`src/rtl/universal_shift_register_pkg.sv`:
```
// Shared types for the universal shift register: mode encoding and counter width.
// Latency: n/a (types only). Backpressure: n/a.
// Optional rotate feature is selected by USR_ROTATE_EN in the interface and top.
package usr_pkg;

  typedef enum logic [1:0] {
    HOLD = 2'd0,
    SHR  = 2'd1,
    SHL  = 2'd2,
    LOAD = 2'd3
  } mode_t;

  function automatic int cnt_w(input int width);
    return (width < 2) ? 1 : $clog2(width);
  endfunction

endpackage

```
`src/rtl/universal_shift_register_if.sv`:
```
// Control/data bundle between a shift-register user (master) and the register (slave).
// Latency: n/a (wiring only). Backpressure: none, the register accepts a mode every cycle.
// With USR_ROTATE_EN defined the bundle also carries rot.
interface universal_shift_register_if #(
  parameter int WIDTH = 8
);
  localparam int CW = usr_pkg::cnt_w(WIDTH);

  usr_pkg::mode_t   mode;
  logic             sin;
  logic [WIDTH-1:0] d;
  logic [WIDTH-1:0] q;
  logic [CW-1:0]    count;
  logic             done;

`ifdef USR_ROTATE_EN
  logic             rot;

  modport master (output mode, sin, d, rot, input q, count, done);
  modport slave  (input mode, sin, d, rot, output q, count, done);
`else
  modport master (output mode, sin, d, input q, count, done);
  modport slave  (input mode, sin, d, output q, count, done);
`endif

endinterface

```
`src/rtl/universal_shift_register_bit_cell.sv`:
```
// One register bit: 4:1 mode mux (self, upper, lower, load) into an async-reset flop.
// Latency: 1 cycle. Backpressure: none.
// Unknown modes fall through to hold.
module usr_bit_cell
  import usr_pkg::*;
#(
  parameter logic RST_BIT = 1'b0
) (
  input  logic  clk,
  input  logic  reset_n,
  input  mode_t mode,
  input  logic  q_hi,
  input  logic  q_lo,
  input  logic  d_bit,
  output logic  q
);

  always_ff @(posedge clk or negedge reset_n) begin
    if (!reset_n) begin
      q <= RST_BIT;
    end else begin
      case (mode)
        SHR:     q <= q_hi;
        SHL:     q <= q_lo;
        LOAD:    q <= d_bit;
        default: q <= q;
      endcase
    end
  end

endmodule

```
`src/rtl/universal_shift_register.sv`:
```
// WIDTH-bit hold/shift-right/shift-left/load register with a frame counter pulsing done every WIDTH shifts.
// Latency: 1 cycle, all outputs registered. Backpressure: none, a mode is consumed every cycle.
// USR_ROTATE_EN adds rot: edge bits take the wrap bit instead of sin.
module universal_shift_register
  import usr_pkg::*;
#(
  parameter int               WIDTH     = 8,
  parameter logic [WIDTH-1:0] RESET_VAL = '0
) (
  input logic                       clk,
  input logic                       reset_n,
  universal_shift_register_if.slave bus
);

  localparam int            CW   = cnt_w(WIDTH);
  localparam logic [CW-1:0] LAST = CW'(WIDTH - 1);

  logic [WIDTH-1:0] q_r;
  logic [WIDTH-1:0] hi_vec;
  logic [WIDTH-1:0] lo_vec;
  logic             hi_in;
  logic             lo_in;
  logic [CW-1:0]    count_r;
  logic             done_r;

`ifdef USR_ROTATE_EN
  assign hi_in = bus.rot ? q_r[0]       : bus.sin;
  assign lo_in = bus.rot ? q_r[WIDTH-1] : bus.sin;
`else
  assign hi_in = bus.sin;
  assign lo_in = bus.sin;
`endif

  // Neighbour each bit sees: hi_vec feeds SHR, lo_vec feeds SHL.
  assign hi_vec = {hi_in, q_r[WIDTH-1:1]};
  assign lo_vec = {q_r[WIDTH-2:0], lo_in};

  for (genvar i = 0; i < WIDTH; i++) begin : g_cell
    usr_bit_cell #(
      .RST_BIT (RESET_VAL[i])
    ) u_cell (
      .clk     (clk),
      .reset_n (reset_n),
      .mode    (bus.mode),
      .q_hi    (hi_vec[i]),
      .q_lo    (lo_vec[i]),
      .d_bit   (bus.d[i]),
      .q       (q_r[i])
    );
  end

  // Both shift directions share one frame; a load abandons the partial frame.
  always_ff @(posedge clk or negedge reset_n) begin
    if (!reset_n) begin
      count_r <= '0;
      done_r  <= 1'b0;
    end else begin
      done_r <= 1'b0;
      case (bus.mode)
        SHR, SHL: begin
          if (count_r == LAST) begin
            count_r <= '0;
            done_r  <= 1'b1;
          end else begin
            count_r <= count_r + CW'(1);
          end
        end
        LOAD:    count_r <= '0;
        default: count_r <= count_r;
      endcase
    end
  end

  assign bus.q     = q_r;
  assign bus.count = count_r;
  assign bus.done  = done_r;

  mode_known_a: assert property (@(posedge clk) disable iff (!reset_n) !$isunknown(bus.mode));

endmodule

```
`src/flat_wrapper.sv`:
```
// flat-port wrapper written by rule: the top's interface ports become plain ports
module universal_shift_register_flat import usr_pkg::*;
#(
  parameter int               WIDTH     = 8,
  parameter logic [WIDTH-1:0] RESET_VAL = '0
)
  (clk, reset_n, bus_mode, bus_sin, bus_d, bus_q, bus_count, bus_done);
  universal_shift_register_if #(.WIDTH(WIDTH)) bus_i ();
  input logic clk;
  input logic reset_n;
  input wire logic [$bits(bus_i.mode)-1:0] bus_mode;
  input wire logic [$bits(bus_i.sin)-1:0] bus_sin;
  input wire logic [$bits(bus_i.d)-1:0] bus_d;
  output wire logic [$bits(bus_i.q)-1:0] bus_q;
  output wire logic [$bits(bus_i.count)-1:0] bus_count;
  output wire logic [$bits(bus_i.done)-1:0] bus_done;
  assign bus_i.mode = bus_mode;
  assign bus_i.sin = bus_sin;
  assign bus_i.d = bus_d;
  assign bus_q = bus_i.q;
  assign bus_count = bus_i.count;
  assign bus_done = bus_i.done;
  universal_shift_register #(.WIDTH(WIDTH), .RESET_VAL(RESET_VAL)) u_core (.clk(clk), .reset_n(reset_n), .bus(bus_i));
endmodule
```
`config.mk`:
```
export PLATFORM = sky130hd
export DESIGN_NAME = universal_shift_register_flat
export DESIGN_NICKNAME = d
export VERILOG_FILES = /design/src/rtl/universal_shift_register_pkg.sv /design/src/rtl/universal_shift_register_if.sv /design/src/rtl/universal_shift_register_bit_cell.sv /design/src/rtl/universal_shift_register.sv /design/src/flat_wrapper.sv
export SDC_FILE = /design/constraint.sdc
export NUM_CORES = 1
export LEC_CHECK = 0
export ABC_AREA = 1
export CAP_MARGIN = 20
export CORE_MARGIN = 2
export CORE_UTILIZATION = 55
export DETAILED_ROUTE_END_ITERATION = 10
export DONT_BUFFER_PORTS = 1
export HOLD_SLACK_MARGIN = 0.05
export PLACE_DENSITY = 0.7
export SLEW_MARGIN = 30
export SYNTH_ARGS = -nofsm -noshare
export SYNTH_HDL_FRONTEND = slang
export SYNTH_HIERARCHICAL = 1
export SYNTH_SLANG_ARGS = --single-unit
```
`constraint.sdc`:
```
create_clock -name clk -period 1.55 [get_ports clk]
set_clock_uncertainty 0.15 [all_clocks]
set_input_delay 0.2325 -clock clk [delete_from_list [all_inputs] [get_ports clk]]
set_output_delay 0.2325 -clock clk [all_outputs]
set_load 0.01 [all_outputs]
```
==> flow_summary_export.csv, run 1 <==
group,metric,value,unit
outcome,status,"finished, final reports clean",
setup_path,max_stage_delay,0.90,ns
clocking,cts_max_level,1,
grt,grtUsageTotal,20.27,%
clocking,max-clock-path-buffers,2,
power,p_int,0.0006072,W
synth,yosysWarnings,6,
timing,fin_crit_sh,90.78,%
clocking,clkTransAtPathRegs,0.07,ns
power,power-per-cell-area,922.3,nW/um^2
power,switching_share,33.82,%
clocking,cts_tree,"yes",
setup_path,critical_path_class,"in2reg",
timing,worst_slew_pin_slew,0.6820,ns
setup_path,cp_data_required_time,1.55,ns
timing,relSlewSlack,54.53,%
timing,fmaxAchievable,710.7,MHz
synth,avgSynthCellArea,6.037,sq um
clocking,cts_sinks,12,
synth,synth_xor_area_share,0,%
power,switchingPower,0.0003102,W
detailed_routing,wl_per_cell,9.988,microns
clocking,insertion_delay,0.27,ns
floorplanning,initial_utilization,61.26,%
synth,muxShareOfSynthArea,0,%
grt,overflow,0,
power,finalPower,0.0009174,W
grt,grt_max_degree,21,
power,leakagePower,0.6521,nW
hold_path,hold_class,"in2reg",
clocking,numCtsBuffers,3,
place,io_buffers,0,
floorplanning,coreArea,1350,sq um
clocking,clockRootBuffer,"clkbuf_4",
finish,diodes,0,
setup_path,arrival,1.41,ns
finish,nNetsFinal,170,
synth,netlist_instances,137,
finish,syn_to_final_growth,20.27,%
detailed_routing,initialDrtViolationCount,18,
finish,final_cell_mix,"nand2_1, inv_1, nand3_1",
synth,synth_compound_gate_area_share,0,%
power,clkPwrFrac,26.6,%
detailed_routing,final_antenna_net_count,0,
power,ir_drop,0.0007175,V
finish,fillers,114,
synth,ys_seq_area_share,36.31,%
detailed_routing,drt_first_pass_iters,4,
synth,synth_area,827.0,sq um
detailed_routing,drt-vias-per-instance,4.587,
timing,fin_setup_tns,0,ns
setup_path,cpLargestDelayFamily,"buffers and inverters",
finish,layout_commonest_cell,"nand2_1",
setup_path,critical_path.max_fanout,16,
place,gp_congestion,0.7272,
grt,grt_pass1_wl,2801,microns
grt,antenna_found_initial,0,
timing,setup_viol_count_final,0,
finish,drive_gt1_share,13.82,%
floorplanning,core.rowCount,13,
timing,min_period,1.407,ns
detailed_routing,vias,766,
floorplanning,die-area,1830,sq um
setup_path,crit_buf_inv,2,
synth,ys_seq_elements,12,
synth,syn_nets,154,
detailed_routing,drcViolationCount,0,
synth,synthSimpleGateAreaFrac,33.59,%
timing,slew_violations,0,
setup_path,path_cells,"dlygate4sd3_1, inv_1, nand3_1, nand2_1",
synth,synthAdderAreaFrac,6.051,%
flow_run,max_cap_viol_count,0,
setup_path,crit_path_end_kind,"register",
power,seq_power_share,50.2,%
floorplanning,die_h,42.78,microns
power,combPwrFrac,23.1,%
grt,grt_pass1_vias,702,
place,hpwl,1060,microns
detailed_routing,wirelength,1668,microns
synth,synth_top_family_by_area,"simple AND/OR/NAND/NOR gates",
timing,hold_viol_final,0,
setup_path,startpoint_type,"primary input",
synth,synth.distinct_cells,8,
floorplanning,ios,25,
setup_path,slowest_stage,"dlygate4sd3_1",
timing,rsz0062_at_grt,"no",
floorplanning,die_w,42.78,microns
==> flip-flops by register name (all words and copies together), names as in the netlist <==
signal,count
u_core/bus.done,1
u_core/g_cell.u_cell/q,8
u_core/bus.count,3
==> cells in the mapped netlist <==
library cell / count / share of area (%)
nand2_1: 48 / 22
inv_1: 28 / 13
nand3_1: 18 / 11
inv_2: 17 / 7.7
dfrtp_1: 12 / 36
clkinv_1: 8 / 3.6
ha_1: 4 / 6.1
nor2_1: 2 / 0.91
==> layer usage <==
| metal | track usage (%) | wire, microns | part of all wire, % | up-vias |
|---|---|---|---|---|
| li1 | - | - | - | 411 |
| met1 | 22.97 | 728 | 44 | 331 |
| met2 | 36.67 | 815 | 49 | 22 |
| met3 | 4.255 | 113 | 6.8 | 2 |
| met4 | 7.500 | 10 | 0.60 | 0 |
| met5 | 0 | 0 | 0 | - |
==> area by class of cell <==
class	count	area, sq um	area share (%)
Clock buffer	4	36.28	3.648
Sequential cell	12	300.3	30.19
Multi-Input combinational cell	72	327.8	32.96
Inverter	53	198.9	20.00
Tap cell	15	18.77	1.887
Timing Repair Buffer	11	112.6	11.32
==> worst paths after layout <==
path / cells after the start / to / slack (ns) / from
worst min register to register: 2 / u_core/bus.count[1]$_DFFE_PN0P_ / 0.43 / u_core/bus.count[1]$_DFFE_PN0P_
worst max register to register: 4 / u_core/bus.count[2]$_DFFE_PN0P_ / 0.23 / u_core/bus.count[0]$_DFFE_PN0P_
min in group asynchronous: 1 / u_core/g_cell[7].u_cell/q$_DFFE_PN0P_ / 0.22 / reset_n
worst min-delay path: 4 / u_core/g_cell[3].u_cell/q$_DFFE_PN0P_ / 0.05 / bus_mode[0]
max in group asynchronous: 1 / u_core/g_cell[3].u_cell/q$_DFFE_PN0P_ / 0.68 / reset_n
worst max-delay path: 4 / u_core/g_cell[3].u_cell/q$_DFFE_PN0P_ / 0.14 / bus_mode[1]
==> per-stage QoR <==
step           cells  cell area (sq um)  setup slack [ns]  utilization, %  hold slack, ns
6_report         167              994.7            0.1429           73.68         0.05275
5_1_grt          167              994.7           0.05866           73.68         0.06451
4_1_cts          167              992.2           0.03064           73.49         0.05158
3_5_place_dp     152              845.8            0.2284           62.65         -0.2129
3_3_place_gp     152              845.8            0.2629           62.65         -0.2129
2_1_floorplan    137              827.0            0.2853               -         -0.2131
==> kinds of logic after synthesis <==
logic type,Yosys count
buffers and inverters,53
adder cells (fa/ha/maj),4
flip-flops,12
AND/OR/NAND/NOR,68
==> what timing repair did <==
action,CTS,global route
hold buffers,11,0
setup buffers,0,0
hold endpoints to repair,20,0
endpoints found under the setup margin,0,8
resized for setup,0,1
==> worst register-to-register path: cells and delay by family (launching register included) <==
family	cells	cell delay, ns
and+or+nand+nor	2	0.13
DFF	1	0.45
adders and majority gates	2	0.50
==> power by group through the flow <==
stage	clock [W]	combinational, W	sequential (W)
6_report	0.000244	0.000212	0.000461
5_1_grt	0.000263	0.000253	0.000471
4_1_cts	0.000249	0.000214	0.000462
3_5_place_dp	0	0.000174	0.000467
3_3_place_gp	0	0.000162	0.000467
2_1_floorplan	0	0.000148	0.000453
No activity file was read; power rests on OpenSTA's default activity.
==> run 2: changes to the inputs <==
Settings changed: ABC_AREA 1 to unset, CORE_AREA set to 2 2 39 41, CORE_MARGIN 2 to unset, CORE_UTILIZATION 55 to unset, DIE_AREA set to 0 0 41 43, PLACE_DENSITY 0.7 to unset.
==> run 2 against run 1 <==
Net effect: register-to-register slack worse by 0.09 ns; total power rose by 1.5%; global-route usage shrank 3.4 points; cell area down 32%; area after synthesis down 28%; cell count fell by 65%; flip-flop and latch count stayed put; combinational power shrank 10%; sequential power up 7.8%; routed wire length down 30%; critical path depth stayed put; core utilization is 25 points lower; critical endpoint is now u_core/bus.count[0]$_DFFE_PN0P_; largest power group unchanged.
==> flow_summary_export.csv, run 2 <==
group,metric,value,unit
timing,setup_ws,0.1417,ns
floorplanning,coreArea,1384,sq um
place,gp_congestion,0.6700,
floorplanning,ios,25,
detailed_routing,final_antenna_net_count,0,
timing,worst_slew_pin_slew,0.5307,ns
grt,grt_max_degree,13,
finish,diodes,0,
detailed_routing,wirelength,1173,microns
synth,yosysWarnings,6,
synth,ys_seq_elements,12,
finish,fillers,121,
timing,fin_crit_sh,90.86,%
synth,ys_seq_area_share,50.53,%
hold_path,hold_class,"in2reg",
grt,grtUsageTotal,16.88,%
clocking,cts_max_level,1,
synth,synth.distinct_cells,10,
clocking,max-clock-path-buffers,2,
clocking,post_cts_resize_count,0,
clocking,clkTransAtPathRegs,0.08,ns
setup_path,cp_data_required_time,1.61,ns
power,ir_drop,0.0005380,V
setup_path,crit_path_end_kind,"register",
detailed_routing,dr_wl_met2,601,microns
timing,relSlewSlack,64.50,%
clocking,numCtsBuffers,3,
finish,regMostFlops,"u_core/g_cell.u_cell/q",
clocking,clockRootBuffer,"clkbuf_4",
floorplanning,initial_utilization,42.95,%
place,hpwl,894.5,microns
finish,nNetsFinal,60,
clocking,cts_hold_buf,2,
detailed_routing,drcViolationCount,0,
detailed_routing,topRoutingLayerUsed,"met4",
timing,setup_viol_count_final,0,
synth,synth-async-reset-ratio,100.0,%
timing,min_period,1.408,ns
setup_path,startpoint_type,"register",
synth,syn_nets,52,
timing,fmaxAchievable,710.1,MHz
timing,hold_viol_final,0,
synth,synth_area_leaders,"dfrtp_1, mux4_2, ha_1",
timing,fin_setup_tns,0,ns
detailed_routing,vias,356,
timing,slew_violations,0,
grt,antenna_found_initial,0,
finish,syn_to_final_growth,14.11,%
clocking,insertion_delay,0.27,ns
floorplanning,die_h,43,microns
power,leakagePower,0.2983,nW
detailed_routing,wl_met3,119,microns
synth,synth_flop_cell,"dfrtp_1",
detailed_routing,drt-vias-per-instance,6.138,
detailed_routing,wl_per_cell,20.22,microns
setup_path,arrival,1.46,ns
detailed_routing,wl_met1,440,microns
flow_run,max_cap_viol_count,0,
floorplanning,die_w,41,microns
synth,synthMostInstantiatedCell,"dfrtp_1",
synth,synthTopCellsByCount,"dfrtp_1, mux4_2, ha_1",
synth,netlist.area_leader.share,50.53,%
finish,layout_commonest_cell,"dfrtp_1",
finish,drive_gt1_share,33.33,%
clocking,post-cts-setup-buffers,0,
setup_path,critical_path_class,"reg2reg",
power,power-per-cell-area,1373,nW/um^2
finish,final_cell_mix,"dfrtp_1, mux4_2, ha_1",
synth,netlist_instances,35,
timing,rsz0062_at_grt,"no",
synth,synth-edff-count,0,
setup_path,critical_path.max_fanout,3,
finish,largest_register_ffs,8,
floorplanning,core.rowCount,14,
place,io_buffers,0,
clocking,cts_tree,"yes",
place,preCtsSetupSlack,0.1466,ns
grt,overflow,0,
synth,yosysTopAreaCell,"dfrtp_1",
grt,grt_pass1_vias,405,
floorplanning,die-area,1763,sq um
synth,synth_area,594.3,sq um
outcome,status,"finished, final reports clean",
detailed_routing,drt_first_pass_iters,4,
synth,avgSynthCellArea,16.98,sq um
detailed_routing,initialDrtViolationCount,11,
grt,grt_pass1_wl,1911,microns
clocking,cts_sinks,12,
run 2: critical path, cell delays in order, from the launching register on:
cell and delay (ns):
dfrtp_1 0.44, ha_1 0.21, ha_1 0.19, nor4_2 0.25
a21o_1 0.11
run 2: layer usage:
layer / up-vias / GRT usage, %
li1: 152 / -
met1: 182 / 20.73
met2: 20 / 24.69
met3: 2 / 7.330
met4: 0 / 8.000
met5: - / 0
run 2: final timing paths:
path / slack [ns] / cells after the start / to / start
setup / recovery: 0.14 / 4 / u_core/bus.count[0]$_DFFE_PN0P_ / u_core/bus.count[1]$_DFFE_PN0P_
hold / removal: 0.03 / 1 / u_core/g_cell[5].u_cell/q$_DFFE_PN0P_ / bus_mode[0]
setup reg to reg: 0.14 / 4 / u_core/bus.count[0]$_DFFE_PN0P_ / u_core/bus.count[1]$_DFFE_PN0P_
hold reg to reg: 0.46 / 2 / u_core/bus.count[1]$_DFFE_PN0P_ / u_core/bus.count[1]$_DFFE_PN0P_
max in group asynchronous: 0.67 / 1 / u_core/bus.count[1]$_DFFE_PN0P_ / reset_n
min in group asynchronous: 0.23 / 1 / u_core/g_cell[5].u_cell/q$_DFFE_PN0P_ / reset_n
run 2: area by class of cell:
type / instances / area [sq um] / area share (%)
clock buffer: 4 / 36.28 / 5.351
inverter: 2 / 7.507 / 1.107
multi-input combinational: 21 / 286.5 / 42.25
sequential: 12 / 300.3 / 44.28
tap: 16 / 20.02 / 2.952
timing repair buffer: 3 / 27.53 / 4.059
run 2: cells by family after synthesis:
family	synth area share [%]
muxes	30.32
adders and majority gates	8.421
DFF	50.53
and+or+nand+nor	6.527
AOI/OAI and AO/OA	2.948
buffers and inverters	1.264
run 2: report_power, final:
group          internal (W)  total [W]  leakage, nW  switching [W]
logic              0.000120   0.000190        0.132      0.0000700
registers          0.000387   0.000497        0.145       0.000109
clock network      0.000143   0.000245       0.0210       0.000102
total              0.000650   0.000931        0.298       0.000282
run 2: per-stage QoR:
step                      instances  cell area [sq um]  hold slack (ns)  util, %   power, W
after floorplan                  35              594.3          -0.2131        -  0.0006200
after global placement           52              621.8          -0.2128    44.94  0.0006556
after detailed placement         52              621.8          -0.2128    44.94  0.0006802
after CTS                        58              678.2          0.02594    49.01  0.0009432
after global routing             58              678.2          0.01458    49.01  0.0009913
final                            58              678.2          0.03219    49.01  0.0009313
==> run 3: changes to the inputs <==
--- a/config.mk
+++ b/config.mk
@@ -6,10 +6,12 @@
 export NUM_CORES = 1
 export LEC_CHECK = 0
+export ABC_AREA = 1
 export CAP_MARGIN = 20
-export CORE_AREA = 2 2 39 41
+export CORE_MARGIN = 2
+export CORE_UTILIZATION = 55
 export DETAILED_ROUTE_END_ITERATION = 10
-export DIE_AREA = 0 0 41 43
 export DONT_BUFFER_PORTS = 1
 export HOLD_SLACK_MARGIN = 0.05
+export PLACE_DENSITY = 0.7
 export SLEW_MARGIN = 30
 export SYNTH_ARGS = -nofsm -noshare
==> constraint.sdc (replaced) <==
create_clock -name clk -period 1.55 [get_ports clk]
set_clock_uncertainty 0.15 [all_clocks]
set_input_delay 0.31 -clock clk [delete_from_list [all_inputs] [get_ports clk]]
set_output_delay 0.31 -clock clk [all_outputs]
set_load 0.01 [all_outputs]
==> run 3 against run 2 <==
Net effect: flip-flop and latch count unchanged; worst hold slack improved by 0.035 ns; global-route usage increased by 1.8 points; routed wire length increased by 30%; die area increased by 3.8%; via count increased by 100%; cell count increased to 2.7 times the previous value; combinational power decreased by 3%; non-clock buffer count decreased by 1; worst setup slack improved by 0.090 ns; critical endpoint is now u_core/bus.count[2]$_DFFE_PN0P_.
==> flow_summary_export.csv, run 3 (synthesized netlist as in run 1, its figures left out) <==
group,metric,value,unit
outcome,status,"finished, final reports clean",
power,clkPwrFrac,27.5,%
floorplanning,die-area,1830,sq um
clocking,insertion_delay,0.27,ns
power,switching_share,33.25,%
timing,setup_viol_count_final,0,
grt,grtUsageTotal,18.67,%
timing,slew_violations,0,
timing,relSlewSlack,65.53,%
grt,overflow,0,
place,gp_congestion,0.7272,
detailed_routing,wirelength,1529,microns
clocking,post_cts_resize_count,0,
timing,hold_viol_final,0,
finish,nNetsFinal,161,
finish,fillers,123,
power,switchingPower,0.0002954,W
setup_path,startpoint_type,"register",
floorplanning,initial_utilization,61.26,%
finish,syn_to_final_growth,9.077,%
detailed_routing,final_antenna_net_count,0,
setup_path,critical_path_class,"reg2reg",
detailed_routing,wl_per_cell,9.677,microns
finish,largest_register_ffs,8,
clocking,clkTransAtPathRegs,0.08,ns
detailed_routing,drt_first_pass_iters,4,
timing,fin_crit_sh,85.07,%
clocking,clockRootBuffer,"clkbuf_4",
timing,setup_ws,0.2314,ns
floorplanning,coreArea,1350,sq um
flow_run,max_cap_viol_count,0,
floorplanning,die_h,42.78,microns
clocking,cts_max_level,1,
place,hpwl,1060,microns
power,power-per-cell-area,984.8,nW/um^2
setup_path,arrival,1.34,ns
detailed_routing,initialDrtViolationCount,15,
power,leakagePower,0.6070,nW
grt,grt_pass1_vias,638,
timing,worst_slew_pin_slew,0.5153,ns
timing,fin_setup_tns,0,ns
floorplanning,ios,25,
timing,fmaxAchievable,758.4,MHz
finish,diodes,0,
power,combPwrFrac,20.7,%
grt,grt_pass1_wl,2580,microns
detailed_routing,drt-vias-per-instance,4.551,
finish,final_cell_mix,"nand2_1, inv_1, nand3_1",
finish,layout_commonest_cell,"nand2_1",
clocking,max-clock-path-buffers,2,
floorplanning,core.rowCount,13,
clocking,numCtsBuffers,3,
hold_path,hold_class,"in2reg",
clocking,cts_tree,"yes",
place,preCtsSetupSlack,0.2284,ns
detailed_routing,vias,719,
floorplanning,die_w,42.78,microns
grt,grt_max_degree,27,
clocking,cts_sinks,12,
finish,drive_gt1_share,14.69,%
detailed_routing,drcViolationCount,0,
finish,regMostFlops,"u_core/g_cell.u_cell/q",
timing,worst_hold_slack,0.06709,ns
setup_path,critical_path.max_fanout,4,
place,io_buffers,0,
timing,rsz0062_at_grt,"no",
power,ir_drop,0.0007005,V
power,seq_power_share,51.8,%
timing,min_period,1.319,ns
grt,antenna_found_initial,0,
setup_path,crit_path_end_kind,"register",
power,p_int,0.0005930,W
setup_path,cp_data_required_time,1.57,ns
## run 3: layout make-up
type / count / area [sq um] / share of cell area [%]
Inverter: 53 / 198.9 / 22.05
Timing Repair Buffer: 2 / 20.02 / 2.219
Tap cell: 15 / 18.77 / 2.080
Clock buffer: 4 / 36.28 / 4.022
Multi-Input combinational cell: 72 / 327.8 / 36.34
Sequential cell: 12 / 300.3 / 33.29
## run 3: path summary, 6_finish.rpt
| kind | start | to | slack, ns | depth (start not counted) |
|---|---|---|---|---|
| max | u_core/bus.count[0]$_DFFE_PN0P_ | u_core/bus.count[2]$_DFFE_PN0P_ | 0.23 | 4 |
| min | bus_mode[1] | u_core/g_cell[5].u_cell/q$_DFFE_PN0P_ | 0.07 | 3 |
| max reg2reg | u_core/bus.count[0]$_DFFE_PN0P_ | u_core/bus.count[2]$_DFFE_PN0P_ | 0.23 | 4 |
| min reg2reg | u_core/bus.count[1]$_DFFE_PN0P_ | u_core/bus.count[1]$_DFFE_PN0P_ | 0.43 | 2 |
| max in group asynchronous | reset_n | u_core/g_cell[1].u_cell/q$_DFFE_PN0P_ | 0.60 | 1 |
| min in group asynchronous | reset_n | u_core/g_cell[7].u_cell/q$_DFFE_PN0P_ | 0.29 | 1 |
## run 3: per-layer routing
| metal | vias to the layer above | share of wire (%) | GRT usage (%) |
|---|---|---|---|
| met5 | - | 0 | 0 |
| met4 | 0 | 0.78 | 7.500 |
| met3 | 2 | 7.3 | 4.255 |
| met2 | 24 | 47 | 31.21 |
| met1 | 298 | 45 | 22.97 |
| li1 | 395 | - | - |
## run 3: per-stage QoR
stage,total power (W),util [%],instance area (sq um),std cells
after global placement,0.0006295,62.65,845.8,152
after floorplan,0.0006014,-,827.0,137
after CTS,0.0008976,66.82,902.1,158
after detailed placement,0.0006407,62.65,845.8,152
final,0.0008884,66.82,902.1,158
after global routing,0.0009560,66.82,902.1,158
## run 3: timing repair
item / in CTS / in global routing
endpoints found under the hold margin: 19 / 0
hold buffers: 2 / 0
setup buffers: 0 / 0
## run 3: worst max-delay path, stage by stage (launching register included)
cell	delay (ns)
dfrtp_1	0.45
ha_1	0.23
ha_1	0.27
nand3_1	0.08
nand2_1	0.05
## run 3: power by group through the flow
stage               sequential (W)  combinational [W]  clock (W)
finish                    0.000460           0.000184   0.000244
detailed placement        0.000467           0.000174          0
floorplan                 0.000453           0.000148          0
global route              0.000471           0.000223   0.000263
global placement          0.000467           0.000162          0
CTS                       0.000462           0.000187   0.000249
